===== config.mk =====
export PLATFORM = sky130hd
export DESIGN_NAME = seq_detect_ctrl
export DESIGN_NICKNAME = d
export VERILOG_FILES = /design/src/rtl/seq_ctrl_pkg.sv /design/src/rtl/seq_match_core.sv /design/src/rtl/seq_detect_ctrl.sv
export SDC_FILE = /design/constraint.sdc
export NUM_CORES = 1
export LEC_CHECK = 0
export BUFFER_PORTS_ARGS = -buffer_cell sky130_fd_sc_hd__buf_2
export CAP_MARGIN = 25
export CORE_UTILIZATION = 41
export DETAILED_ROUTE_END_ITERATION = 10
export PLACE_DENSITY = 0.68
export SLEW_MARGIN = 0
export SYNTH_ARGS = -nofsm -noshare
export SYNTH_HDL_FRONTEND = slang
export SYNTH_HIERARCHICAL = 1
export SYNTH_SLANG_ARGS = --single-unit

===== constraint.sdc =====
create_clock -name clk -period 3.3 [get_ports clk]
set_input_delay 0.165 -clock clk [delete_from_list [all_inputs] [get_ports clk]]
set_output_delay 0.165 -clock clk [all_outputs]
set_load 0.02 [all_outputs]

===== src/rtl/seq_ctrl_pkg.sv =====
// ============================================================================
// Module   : seq_ctrl_pkg
// Purpose  : Shared types and helpers for the serial pattern-detect run
//            controller: FSM state encoding, default widths and the
//            configuration validity check.
// Ports    : none (package)
// Options  : SEQ_MATCH_LIMIT_EN is consumed by seq_detect_ctrl only.
// Revision : 1.0  initial release
// ============================================================================
`default_nettype none

package seq_ctrl_pkg;

  localparam int unsigned DEF_PAT_W = 8;
  localparam int unsigned DEF_LEN_W = 4;
  localparam int unsigned DEF_WIN_W = 16;
  localparam int unsigned DEF_CNT_W = 8;

  typedef enum logic [1:0] {
    ST_IDLE = 2'd0,
    ST_RUN  = 2'd1,
    ST_DONE = 2'd2
  } state_t;

  // A run is accepted only with a pattern length of 1..pat_w and a
  // non-empty window.
  function automatic logic cfg_valid(input int unsigned len,
                                     input int unsigned pat_w,
                                     input logic        win_nz);
    return (len >= 1) && (len <= pat_w) && win_nz;
  endfunction

endpackage

`default_nettype wire


===== src/rtl/seq_match_core.sv =====
// ============================================================================
// Module   : seq_match_core
// Purpose  : History shift register, fill counter and masked compare for
//            the serial pattern detector.
// Ports    : clk, rst_n        clock, async active-low reset
//            clear_i           clear history and fill (run accepted)
//            shift_i           consume din_i this cycle
//            din_i             serial data bit
//            pattern_i/len_i   latched pattern and its length
//            overlap_i         1 = keep fill after a hit
//            hit_o             combinational: din_i completes a match
//                              (meaningful when shift_i is high)
// Revision : 1.0  initial release
// ============================================================================
`default_nettype none

module seq_match_core
  import seq_ctrl_pkg::*;
#(
  parameter int unsigned PAT_W = DEF_PAT_W,
  parameter int unsigned LEN_W = DEF_LEN_W
) (
  input  logic             clk,
  input  logic             rst_n,
  input  logic             clear_i,
  input  logic             shift_i,
  input  logic             din_i,
  input  logic [PAT_W-1:0] pattern_i,
  input  logic [LEN_W-1:0] len_i,
  input  logic             overlap_i,
  output logic             hit_o
);

  logic [PAT_W-1:0] hist_q, hist_d;
  logic [LEN_W-1:0] fill_q, fill_d, fill_inc;
  logic [PAT_W-1:0] mask;

  always_comb begin
    mask     = '0;
    hist_d   = {hist_q[PAT_W-2:0], din_i};
    // fill tracks how many valid history bits exist, capped at PAT_W
    fill_inc = (fill_q >= LEN_W'(PAT_W)) ? fill_q : fill_q + LEN_W'(1);
    for (int i = 0; i < int'(PAT_W); i++) begin
      mask[i] = (LEN_W'(i) < len_i);
    end
    hit_o  = (fill_inc >= len_i) && (((hist_d ^ pattern_i) & mask) == '0);
    // Non-overlapping mode restarts the fill so old bits cannot be reused
    fill_d = (hit_o && !overlap_i) ? '0 : fill_inc;
  end

  always_ff @(posedge clk or negedge rst_n) begin
    if (!rst_n) begin
      hist_q <= '0;
      fill_q <= '0;
    end else if (clear_i) begin
      hist_q <= '0;
      fill_q <= '0;
    end else if (shift_i) begin
      hist_q <= hist_d;
      fill_q <= fill_d;
    end
  end

endmodule

`default_nettype wire


===== src/rtl/seq_detect_ctrl.sv =====
// ============================================================================
// Module   : seq_detect_ctrl
// Purpose  : Run controller for serial pattern detection. Latches the
//            configuration on an accepted start, consumes a bounded window
//            of valid bits, counts matches and signals done.
// Ports    : clk, rst_n                 clock, async active-low reset
//            start, abort               run request / run stop
//            cfg_pattern, cfg_len,
//            cfg_window, cfg_overlap    run configuration
//            din, din_valid             serial input stream
//            busy, match, done, err     status (match/done/err are pulses)
//            match_cnt                  saturating match count
//            cfg_limit, limit_hit       only with SEQ_MATCH_LIMIT_EN
// Options  : SEQ_MATCH_LIMIT_EN - adds a match-count limit that ends a run
//            early.
// Revision : 1.0  initial release
// ============================================================================
`default_nettype none

module seq_detect_ctrl
  import seq_ctrl_pkg::*;
#(
  parameter int unsigned PAT_W = DEF_PAT_W,
  parameter int unsigned LEN_W = DEF_LEN_W,
  parameter int unsigned WIN_W = DEF_WIN_W,
  parameter int unsigned CNT_W = DEF_CNT_W
) (
  input  logic             clk,
  input  logic             rst_n,
  input  logic             start,
  input  logic             abort,
  input  logic [PAT_W-1:0] cfg_pattern,
  input  logic [LEN_W-1:0] cfg_len,
  input  logic [WIN_W-1:0] cfg_window,
  input  logic             cfg_overlap,
`ifdef SEQ_MATCH_LIMIT_EN
  input  logic [CNT_W-1:0] cfg_limit,
  output logic             limit_hit,
`endif
  input  logic             din,
  input  logic             din_valid,
  output logic             busy,
  output logic             match,
  output logic             done,
  output logic             err,
  output logic [CNT_W-1:0] match_cnt
);

  state_t           state_q, state_d;
  logic [PAT_W-1:0] pattern_q;
  logic [LEN_W-1:0] len_q;
  logic [WIN_W-1:0] window_q;
  logic             overlap_q;
  logic [WIN_W-1:0] bits_q, bits_d;
  logic [CNT_W-1:0] cnt_q, cnt_d;
  logic             match_q, match_d;
  logic             err_q, err_d;
  logic             accept;
  logic             shift;
  logic             hit;
  logic             start_ok;
`ifdef SEQ_MATCH_LIMIT_EN
  logic [CNT_W-1:0] limit_q;
  logic             limhit_q, limhit_d;
  logic             lim_reached;
`endif

  assign start_ok = cfg_valid(32'(cfg_len), PAT_W, |cfg_window);
  // abort takes priority over a bit offered in the same cycle
  assign shift    = (state_q == ST_RUN) && din_valid && !abort;

  seq_match_core #(
    .PAT_W (PAT_W),
    .LEN_W (LEN_W)
  ) u_core (
    .clk       (clk),
    .rst_n     (rst_n),
    .clear_i   (accept),
    .shift_i   (shift),
    .din_i     (din),
    .pattern_i (pattern_q),
    .len_i     (len_q),
    .overlap_i (overlap_q),
    .hit_o     (hit)
  );

  always_comb begin
    state_d  = state_q;
    bits_d   = bits_q;
    cnt_d    = cnt_q;
    match_d  = 1'b0;
    err_d    = 1'b0;
    accept   = 1'b0;
`ifdef SEQ_MATCH_LIMIT_EN
    limhit_d    = limhit_q;
    lim_reached = 1'b0;
`endif
    case (state_q)
      ST_IDLE: begin
        if (start) begin
          if (start_ok) begin
            accept  = 1'b1;
            state_d = ST_RUN;
            bits_d  = '0;
            cnt_d   = '0;
`ifdef SEQ_MATCH_LIMIT_EN
            limhit_d = 1'b0;
`endif
          end else begin
            err_d = 1'b1;
          end
        end
      end
      ST_RUN: begin
        if (abort) begin
          state_d = ST_IDLE;
        end else if (din_valid) begin
          bits_d = bits_q + WIN_W'(1);
          if (hit) begin
            match_d = 1'b1;
            cnt_d   = (cnt_q == '1) ? cnt_q : cnt_q + CNT_W'(1);
          end
`ifdef SEQ_MATCH_LIMIT_EN
          lim_reached = hit && (limit_q != '0) && (cnt_d == limit_q);
          if (lim_reached) begin
            limhit_d = 1'b1;
            state_d  = ST_DONE;
          end
`endif
          if (bits_q == window_q - WIN_W'(1)) begin
            state_d = ST_DONE;
          end
        end
      end
      ST_DONE: state_d = ST_IDLE;
      default: state_d = ST_IDLE;
    endcase
  end

  always_ff @(posedge clk or negedge rst_n) begin
    if (!rst_n) begin
      state_q <= ST_IDLE;
      bits_q  <= '0;
      cnt_q   <= '0;
      match_q <= 1'b0;
      err_q   <= 1'b0;
`ifdef SEQ_MATCH_LIMIT_EN
      limhit_q <= 1'b0;
`endif
    end else begin
      state_q <= state_d;
      bits_q  <= bits_d;
      cnt_q   <= cnt_d;
      match_q <= match_d;
      err_q   <= err_d;
`ifdef SEQ_MATCH_LIMIT_EN
      limhit_q <= limhit_d;
`endif
    end
  end

  // Configuration is frozen for the whole run once a start is accepted
  always_ff @(posedge clk or negedge rst_n) begin
    if (!rst_n) begin
      pattern_q <= '0;
      len_q     <= '0;
      window_q  <= '0;
      overlap_q <= 1'b0;
`ifdef SEQ_MATCH_LIMIT_EN
      limit_q   <= '0;
`endif
    end else if (accept) begin
      pattern_q <= cfg_pattern;
      len_q     <= cfg_len;
      window_q  <= cfg_window;
      overlap_q <= cfg_overlap;
`ifdef SEQ_MATCH_LIMIT_EN
      limit_q   <= cfg_limit;
`endif
    end
  end

  assign busy      = (state_q == ST_RUN);
  assign done      = (state_q == ST_DONE);
  assign match     = match_q;
  assign err       = err_q;
  assign match_cnt = cnt_q;
`ifdef SEQ_MATCH_LIMIT_EN
  assign limit_hit = limhit_q;
`endif

endmodule

`default_nettype wire


---- After elaboration in Yosys (flattened, before gate mapping) ----
Index checks and enable logic that the tools add are counted.
operators by class
  add/subtract/negate cells ............... 4
  $lt $le $gt $ge ......................... 12
  equal/unequal tests ..................... 12
  mux-type cells .......................... 34
  bitwise gates (word level) .............. 2
  reduce and logical (&&, ||, !) cells .... 16
operator list
  kind                     number
  $mux W16                 4
  $mux W8                  6
  $pmux W16 S2             1
  $add A16 B1 Y16 const B  1
  $eq A16 B16 Y1           1
  $lt A3 B4 Y1 const A     4
  $mux W4                  4
  $pmux W8 S2              1
  $reduce_or A16 Y1        1
  $sub A16 B1 Y16 const B  1
  $mux W7                  2
  $mux W1                  10
  $mux W2                  5
  $ne A2 B2 Y1 const B     5
  $add A8 B1 Y8 const B    1
  $and A8 B8 Y8            1
  $eq A8 B8 Y1 const B     1
  $logic_not A8 Y1         1
  $lt A1 B4 Y1 const A     2
  $lt A2 B4 Y1 const A     2
  $xor A8 B8 Y8            1
  $reduce_and A7 Y1        1
  $logic_and A1 B1 Y1      6
  $reduce_and A5 Y1        1
  15 further kinds         17
storage, ports and cells
  bits in registers ....................... 68
  bits of input ports ..................... 35
  word-level logic and storage cells ...... 91

---- Depth between registers and ports, before layout ----
Gate-level depths: netlist (run 1).
  depth after elaboration ................. 8
  mapped depth ............................ 13
  depth with buffers taken out ............ 13

---- Hierarchy ----
The synthesis (run 1) kept the hierarchy.
by module, submodules not included
  module           times used  cells each  area each (um^2)  seq. area each (um^2)
  seq_detect_ctrl  1           320         3024.2            1426.4
  seq_match_core   1           88          803.3             275.3

---- Worst setup path before layout (run 1) ----
No wires, ideal clock.
  kind .................................... flip-flop to flip-flop
  from .................................... reg u_core.fill_q[0]
  to ...................................... reg cnt_q[5] (netlist: match_cnt[5])
  setup time .............................. 78 ps
  arrival ................................. 2373 ps
  required time ........................... 3222 ps
  setup slack ............................. 849 ps
  cell stages (with the launch flop) ...... 14
  buffers on the path ..................... 0
  period minus slack after synthesis ...... 2451 ps
  path through ............................ dfrtp_1 inv_1 ha_1 mux2_2 ha_1 a211oi_1 o21bai_1 nand2_1 nor2_1 o21ai_0 nand2_1 o21ai_0 nor4_1 o21bai_1
between the ends
  cells in the longest elaborated chain, start to end .. 6
RTL lines
  element                                        line                    text
  from (decl)                                    seq_match_core.sv:35    logic [LEN_W-1:0] fill_q, fill_d, fill_inc;
  from (signal assigned)                         seq_match_core.sv:60    fill_q <= fill_d;
  $add A4 B1 Y4 or $ge A4 B4 Y1 (tied branches)  seq_match_core.sv:42    fill_inc = (fill_q >= LEN_W'(PAT_W)) ? fill_q : fill_q + LEN_W'(1);
  $mux W4 (*)                                    seq_match_core.sv:42
  $ge A4 B4 Y1 (*)                               seq_match_core.sv:46    hit_o = (fill_inc >= len_i) && (((hist_d ^ pattern_i) & mask) == '0);
  $logic_and A1 B1 Y1 (*)                        seq_match_core.sv:46
  net hit                                        seq_detect_ctrl.sv:60   logic hit;
  $ne A2 B1 Y1 (no source line) (*)              -
  $reduce_and A7 Y1 (no source line) (*)         -
  to (signal assigned)                           seq_detect_ctrl.sv:153  cnt_q <= cnt_d;
  to (decl)                                      seq_detect_ctrl.sv:55   logic [CNT_W-1:0] cnt_q, cnt_d;
The timed path passes the listed nets; every way through them passes the cells marked *.
A chain may end at the register's enable or synchronous reset.

---- Final worst setup path (run 1) ----
Same ends and word-level chain as after synthesis.

==> results summary, run 1 <==
The run finished with clean final reports. Measured along the x axis, the die boundary spans ~100 um. The area inside the core boundary came out at roughly 9000 um^2. In this run the worst path has a maximum fanout of 7.

Setup repair after global routing left no endpoint under its margin. In this run the remaining antenna-violating nets after routing total 0. Walking the worst path, the cells encountered are inv_1 -> ha_1 -> mux2_2 -> ha_1 -> a211oi_1 -> o21bai_1 -> nand2_1 -> nor2_1 -> o21ai_0 -> nand2_1 -> o21ai_0 -> nor4_1 -> o21bai_1. In this run the critical register-to-register path is captured at match_cnt[5]. Dividing the detail-routed via count by the number of cells gives ~5.5.

The worst hold path stage count is 3. The total length of routed wires is ~8400 um. The maximum frequency from static timing analysis is 346 MHz. TritonCTS built the clock tree. For the worst flop-to-flop path, the logic depth is 13.

The delay of the slowest critical-path stage is 0.45 ns. The number of placement rows came out at 34. The master cell of the clock root buffer is clkbuf_8.

For hold timing, the worst endpoint is window_q[10]. The total count of hold-check failures in the final report is 0. The post-layout minimum cycle time came out at 2.89 ns. The worst setup path is captured at a flip-flop. The number of design rule violations left after detail routing came out at 0. The power density over the cells came out at 549 nW/um^2. The number of antenna diodes came out at 0. The worst hold path belongs to the class input port to flip-flop. Of the synthesized area, sequential elements account for 44.5%. The insertion delay of the later-clocked pin in the worst-skew pair came out at between 0.3 and 0.4 ns. The top-level port count is 47. The slew at the pin with the worst max-slew slack came out at 0.484 ns. At the end of the flow, the number of nets in the layout was 501. The worst setup path is launched from a flip-flop. The global-route wire length before repair came out at about 15,000 um. The final weighted congestion in routability-driven placement came out at 0.803. The end-of-flow core utilization came out at about half. The via count of the first global-routing pass came out at 3,128. The max-slew violation total from the final report is 0. For this configuration, the core starts out at a cell density of 43.0%. The post-synthesis cell count came out at 408. The number of endpoints failing setup at the final stage is 0. Among cell families on the critical path, the largest total delay comes from compound AO/OA/AOI/OAI gates.

Yosys printed 6 warnings. The relative area change from synthesis to final layout came out at 14.9%. The vias after detailed routing is 3,110. The total global routing overflow is 0. The pin count of the biggest net entering global routing is 40. The post-place instance area came out at between 4000 and 5000 um^2. The clock-pin slew of the registers on the worst-case setup and hold paths is around 0.080 ns. The wire-length estimate of the detail-placed layout is 6170 um. The start point of the worst hold path is cfg_window[10]. The most used flip-flop cell after synthesis is dfrtp_1. The initial antenna violation count came out at 1.

Leaving out fill and tap cells, the most frequent cell in the layout is nand2_1. The clock skew is 0.00566 ns. Synthesis produced a netlist with a net count of 452. With fillers left out, the area of the finished cells amounts to 4400 um^2. Data arrives at the worst endpoint at 3.16 ns. The post-synthesis area per instance is around 9.4 um^2. The die outline area is slightly below 10,000 um^2.

The share of cells above drive strength 1 came out at 19.9%. The critical path buffer and inverter count is 1. After detailed routing, the average wire length per cell comes to about 15 um.

The number of fill cells in the layout is 835. In this run the vertical extent of the chip is between 90 and 100 um. The worst-case register-to-register setup slack came out at 0.41 ns. In this run the tightest slew margin relative to its limit is between 60% and 70%. The pre-antenna-repair detailed-routing pass consisted of 4 iterations.

The final clock period utilization by the worst path is 87.5%. For the final routed database, the setup TNS stands at 0 ns. The number of H-tree levels is 3.

The number of synthesized flops with an enable pin came out at 0. The post-synthesis instance area came out at 3830 um^2. The number of buffers added on ports is 46. The fraction of registers with async set/reset came out at 100%. The worst-case clock buffer depth is 2. The static leakage power came out at approximately 2.1 nW. In the layout the commonest cells are nand2_1, dfrtp_1, buf_2, nor2_1, xor2_1. The critical-path cell with the highest stage delay is dfrtp_1.

The DRC violation total after the first TritonRoute iteration is 132. Across the run, the number of max-cap violations was 0. The startpoint of the most critical register-to-register path is u_core/fill_q[0]. For the worst setup path, the data required time is 3.57 ns.

Global routing used 19.2% of the available tracks. By startpoint and endpoint, the worst setup path is classified as flip-flop to flip-flop. For this design, the sink count on the clock tree is slightly below 70.

The clock buffer count from CTS is 9. In this run, synthesis produced a sequential element count of 68. Synthesis instantiated 55 different standard cells from the library. Across the VDD grid, the largest voltage drop is 0.000237 V.
worst max-delay path by stage:
| stage | endpoint | slack [ns] | from | cells past startpoint |
|---|---|---|---|---|
| 2_1_floorplan | match_cnt[5] | 0.85 | u_core/fill_q[0] | 13 |
| 3_3_place_gp | match_cnt[5] | 0.68 | u_core/fill_q[0] | 13 |
| 3_5_place_dp | match_cnt[5] | 0.47 | u_core/fill_q[0] | 13 |
| 4_1_cts | match_cnt[5] | 0.45 | u_core/fill_q[0] | 13 |
| 5_1_grt | match_cnt[5] | 0.08 | u_core/fill_q[0] | 13 |
| 6_report | match_cnt[5] | 0.41 | u_core/fill_q[0] | 13 |
registers in the layout, indices dropped and copies added (netlist names):
signal and cells:
overlap_q 1, u_core/hist_q 7, u_core/fill_q 4, match_cnt 8, match 1, len_q 4, pattern_q 8, bits_q 16
window_q 16, state_q 2, err 1
metrics by stage:
step / setup WS (ns) / hold slack (ns) / std cells / power, W
after floorplan: 0.849 / -0.131 / 408 / 0.00153
after CTS: 0.446 / 0.0165 / 570 / 0.00243
after detailed placement: 0.467 / 0.0784 / 553 / 0.00172
after global routing: 0.0762 / 0.0135 / 570 / 0.00257
final: 0.414 / 0.0229 / 570 / 0.00241
after global placement: 0.680 / 0.370 / 552 / 0.00168
routing by layer:
layer  track usage (%)  wire, um  vias up
met2              30.1      3940       63
met3              4.33       300       18
met4              9.18       214        2
met1              25.3      3900     1505
met5                 0        10        -
li1                  -         -     1522
synth_stat cells (3+ instances only):
cell       number  area [um^2]
nand2_1        71          267
mux2i_1         9         90.1
xor2_1         31          272
nor4_1          9         56.3
o2111ai_1       4         35.0
nor3_1          8         40.0
a21oi_1         5         25.0
nand3_1        11         55.1
nand2b_1        6         37.5
o21ai_0        17         85.1
clkbuf_1       10         37.5
and2_1          3         18.8
xnor2_1        15          131
ha_1            9          113
inv_1          12         45.0
nor2b_1         3         18.8
mux2_2         14          158
nor2_1         38          143
nand4_1        10         62.6
o211ai_1        4         30.0
dfrtp_1        68         1700
and3_1          8         50.1
worst reg2reg max path, delay by kind of cell, from the launching register on:
kind / cells / cell delay, ns
simple gates: 4 / 0.69
flops: 1 / 0.45
compound gates: 5 / 0.72
fa+ha+maj: 2 / 0.58
buf+inv: 1 / 0.08
mux: 1 / 0.29
logic make-up (layout without fill, tap and decap cells):
group / Yosys count / count (layout) / synth area share (%)
AOI/OAI and AO/OA: 50 / 50 / 8.92
xor gates and xnor gates: 46 / 46 / 10.5
adders and majority gates: 9 / 9 / 2.94
buffers and inverters: 28 / 82 / 3.01
DFF: 68 / 68 / 44.5
muxes: 23 / 23 / 6.47
and+or+nand+nor: 184 / 184 / 23.7
where the power goes:
part           total [W]  internal (W)  switching (W)  leakage [nW]
Sequential       0.00111      0.000950       0.000157         0.890
Clock           0.000712      0.000359       0.000353         0.101
Combinational   0.000595      0.000281       0.000314          1.10
cell type report:
| class | count | area [um^2] | area share [%] |
|---|---|---|---|
| sequential | 68 | 1700 | 38.7 |
| tap | 108 | 135 | 3.07 |
| inverter | 13 | 48.8 | 1.11 |
| clock buffer | 9 | 124 | 2.82 |
| timing repair buffer | 53 | 298 | 6.77 |
| multi-input combinational | 312 | 2010 | 45.7 |
| clock inverter | 7 | 81.3 | 1.85 |
what timing repair did:
| item | CTS | global route |
|---|---|---|
| buffers inserted | 0 | 0 |
| endpoints found under the hold margin | 12 | 0 |
| hold buffers | 1 | 0 |
| gates resized for setup | 0 | 0 |
No activity file was read; power rests on OpenSTA's default activity.
==> run 2: changes to the inputs <==
--- a/config.mk
+++ b/config.mk
@@ -5,7 +5,7 @@
 export SDC_FILE = /design/constraint.sdc
 export NUM_CORES = 1
 export LEC_CHECK = 0
-export BUFFER_PORTS_ARGS = -buffer_cell sky130_fd_sc_hd__buf_2
+export BUFFER_PORTS_ARGS = -buffer_cell sky130_fd_sc_hd__buf_4
 export CAP_MARGIN = 25
 export CORE_UTILIZATION = 41
 export DETAILED_ROUTE_END_ITERATION = 10
==> results summary, run 2 (same netlist as run 1, synthesis figures left out) <==
Outcome: finished, final reports clean (unchanged). The slew at the pin with the worst max-slew slack is 0.852 ns (was 0.484 ns). The vertical die dimension is 98.6 um (unchanged). The total length of routed wires came out at 8180 um (was 8360 um).

The kind of cell adding the most delay to the critical path is compound AO/OA/AOI/OAI gates (unchanged). The max-slew violation total from the final report was 0 (unchanged). The vias after detailed routing is 3,026 (was 3,110).

The top-level port count was 47 (unchanged). The post-layout minimum cycle time is 2.81 ns (was 2.89 ns). The combined global-route utilization of all metal layers came out at 18.3% (was 19.2%). The x dimension of the die is 98.6 um (unchanged). The DRC violation total after the first TritonRoute iteration is 119 (was 132).

The clock skew is 0.00948 ns (was 0.00566 ns). The arrival time at the worst endpoint came out at 3.08 ns (was 3.16 ns). The initial antenna violation count is 0 (was 1). The maximum fanout along the worst path is 7 (unchanged). The worst path required time is 3.57 ns (about the same).

The number of antenna diodes is 0 (unchanged). The number of optimization iterations in the first detailed-route pass is 4 (unchanged). The critical-path cell with the highest stage delay is dfrtp_1 (unchanged).

The number of placement rows is 34 (unchanged). The worst reg-to-reg path cell count is 13 (unchanged). The maximum frequency from static timing analysis came to 355 MHz (was 346 MHz).

The area inside the core boundary is 8890 um^2 (unchanged). The global-route wire length before repair was 14,200 um (was 14,800 um). The class of the most critical hold timing path was input port to flip-flop (unchanged). The net count reported at finish came out at 499 (was 501).

The placed wire-length estimate after detailed placement came out at 5840 um (was 6170 um). The met1 wire length is 3950 um (was 3900 um). The share of cells above drive strength 1 came to 19.6% (was 19.9%). The worst-case clock buffer depth was 2 (unchanged). The non-filler instance count after layout is 568 (was 570).

The master cell of the clock root buffer is clkbuf_8 (unchanged). The total count of hold-check failures in the final report is 0 (unchanged). The worst-case hold slack was 0.0176 ns (was 0.0229 ns). The post-layout total power came out at 0.00239 W (was 0.00241 W). The pre-CTS worst setup slack is 0.507 ns (was 0.467 ns).

The critical path capture point type is a flip-flop (unchanged). The delay of the slowest critical-path stage came out at 0.45 ns (about the same). The number of design rule violations left after detail routing is 0 (unchanged). The clock buffer count from CTS is 9 (unchanged). The sum of negative setup slack is 0 ns (unchanged). The capture instance of the worst register-to-register path is match_cnt[5] (unchanged). The average via count per standard cell came out at 5.33 (was 5.46). The via count of the first global-routing pass is 2,967 (was 3,128). RSZ-0062 raised after global routing: false (unchanged). Cells along the critical path: inv_1 -> ha_1 -> mux2_2 -> ha_1 -> a211oi_1 -> o21bai_1 -> nand2_1 -> nor2_1 -> o21ai_0 -> nand2_1 -> o21ai_0 -> nor4_1 -> o21bai_1 (unchanged). The die outline area is 9730 um^2 (unchanged). The detailed route wirelength on metal3 was 304 um (was 300 um).

The power density over the cells came out at 534 nW/um^2 (was 549 nW/um^2). The capture point of the critical path is match_cnt[5] (unchanged). The worst-case register-to-register setup slack is 0.49 ns (was 0.41 ns). The pin count of the biggest net entering global routing is 69 (was 40). The wire length on met2 was 3800 um (was 3940 um). The static leakage power is 2.09 nW (about the same).

The number of instances resized during post-cts repair is 0 (unchanged). The worst-case vdd ir drop is 0.000271 V (was 0.000237 V). Largest regs: bits_q x16, window_q x16 (unchanged). Commonest cells after routing, fill and taps aside: nand2_1, dfrtp_1, buf_4, nor2_1, xor2_1 (was nand2_1, dfrtp_1, buf_2, nor2_1, xor2_1). The instance count on the critical path came out at 13 (unchanged).

The insertion delay of the later-clocked pin in the worst-skew pair is 0.34 ns (was 0.35 ns). The number of buffers added on ports was 46 (unchanged). The relative area change from synthesis to final layout came out at 17.1% (was 14.9%). The top routing layer in use is met4 (was met5). The final weighted congestion in routability-driven placement came out at 0.742 (was 0.803). The max-cap check violation count came out at 0 (unchanged). The number of sinks on the clock net is 68 (unchanged). The total global routing overflow was 0 (unchanged). The startpoint of the most critical register-to-register path is u_core/fill_q[0] (unchanged). The number of buffers inserted to repair setup after CTS is 0 (unchanged). The clock-pin slew of the registers on the worst-case setup and hold paths is 0.08 ns (about the same). The critical path buffer and inverter count was 1 (unchanged).

The number of H-tree levels is 3 (unchanged). The number of cells in the design after placement came out at 551 (was 553). The classification of the worst setup path is flip-flop to flip-flop (unchanged). The number of endpoints failing setup at the final stage is 0 (unchanged). The startpoint type of the worst setup path is a flip-flop (unchanged). The effective utilization at floorplan is 43.0% (unchanged). The remaining number of nets flagged by the antenna check after routing came out at 0 (unchanged).

The leading cell type in the layout, fill and taps excluded is nand2_1 (unchanged). The average detailed-routed wire length per instance came out at 14.4 um (was 14.7 um). The post-cts hold buffer count is 1 (unchanged). The final clock period utilization by the worst path is 85.3% (was 87.5%). The startpoint of the worst setup timing path is u_core/fill_q[0] (unchanged).

The headroom to the max-slew limit is 43.2% (was 67.4%). The TritonCTS clock tree is yes (unchanged). The setup slack after layout is 0.486 ns (was 0.414 ns).
[run 2: cell count changes in the layout (fill, tap and decap cells not counted)]
cell	previous run	this run
buf_4	5	50
clkinv_4	2	1
inv_6	3	1
clkinv_2	0	1
clkinvlp_4	1	3
buf_2	46	0
buf_12	1	0
[run 2: worst reg2reg max path, delay by kind of cell (launching register included)]
| family | cells | cell delay, ns |
|---|---|---|
| buffers and inverters | 1 | 0.09 |
| muxes | 1 | 0.27 |
| and+or+nand+nor | 4 | 0.66 |
| DFF | 1 | 0.45 |
| AOI/OAI and AO/OA | 5 | 0.71 |
| adders and majority gates | 2 | 0.57 |
[run 2: metal layers]
metal | vias up | GRT usage (%)
li1 | 1510 | -
met1 | 1459 | 25.7
met2 | 47 | 28.2
met3 | 10 | 3.26
met4 | 0 | 7.23
met5 | - | 0
[run 2: how the worst min path moves through the flow]
stage,from,endpoint,cells after the start
after CTS,cfg_window[11],window_q[11],3
after floorplan,rst_n,bits_q[0],0
after global routing,cfg_window[9],window_q[9],3
after global placement,rst_n,window_q[10],1
after detailed placement,rst_n,window_q[10],1
final,cfg_window[11],window_q[11],3
[run 2: layout make-up]
cell class / instances / area [um^2]
Timing Repair Buffer: 51 / 385
Clock buffer: 9 / 124
Tap cell: 108 / 135
Sequential cell: 68 / 1700
Fill cell: 823 / 4410
Clock inverter: 7 / 75.1
Multi-Input combinational cell: 312 / 2010
Inverter: 13 / 48.8
[run 2: report_power, final]
part / leakage, nW / switching, W / internal (W)
registers: 0.890 / 0.000156 / 0.000950
logic: 1.11 / 0.000303 / 0.000293
clock network: 0.0918 / 0.000340 / 0.000351
[run 2: metrics by stage]
| step | instance area [um^2] | utilization, % |
|---|---|---|
| after floorplan | 3830 | - |
| after global routing | 4480 | 50.4 |
| after global placement | 4270 | 48.0 |
| after CTS | 4480 | 50.4 |
| final | 4480 | 50.4 |
| after detailed placement | 4270 | 48.0 |
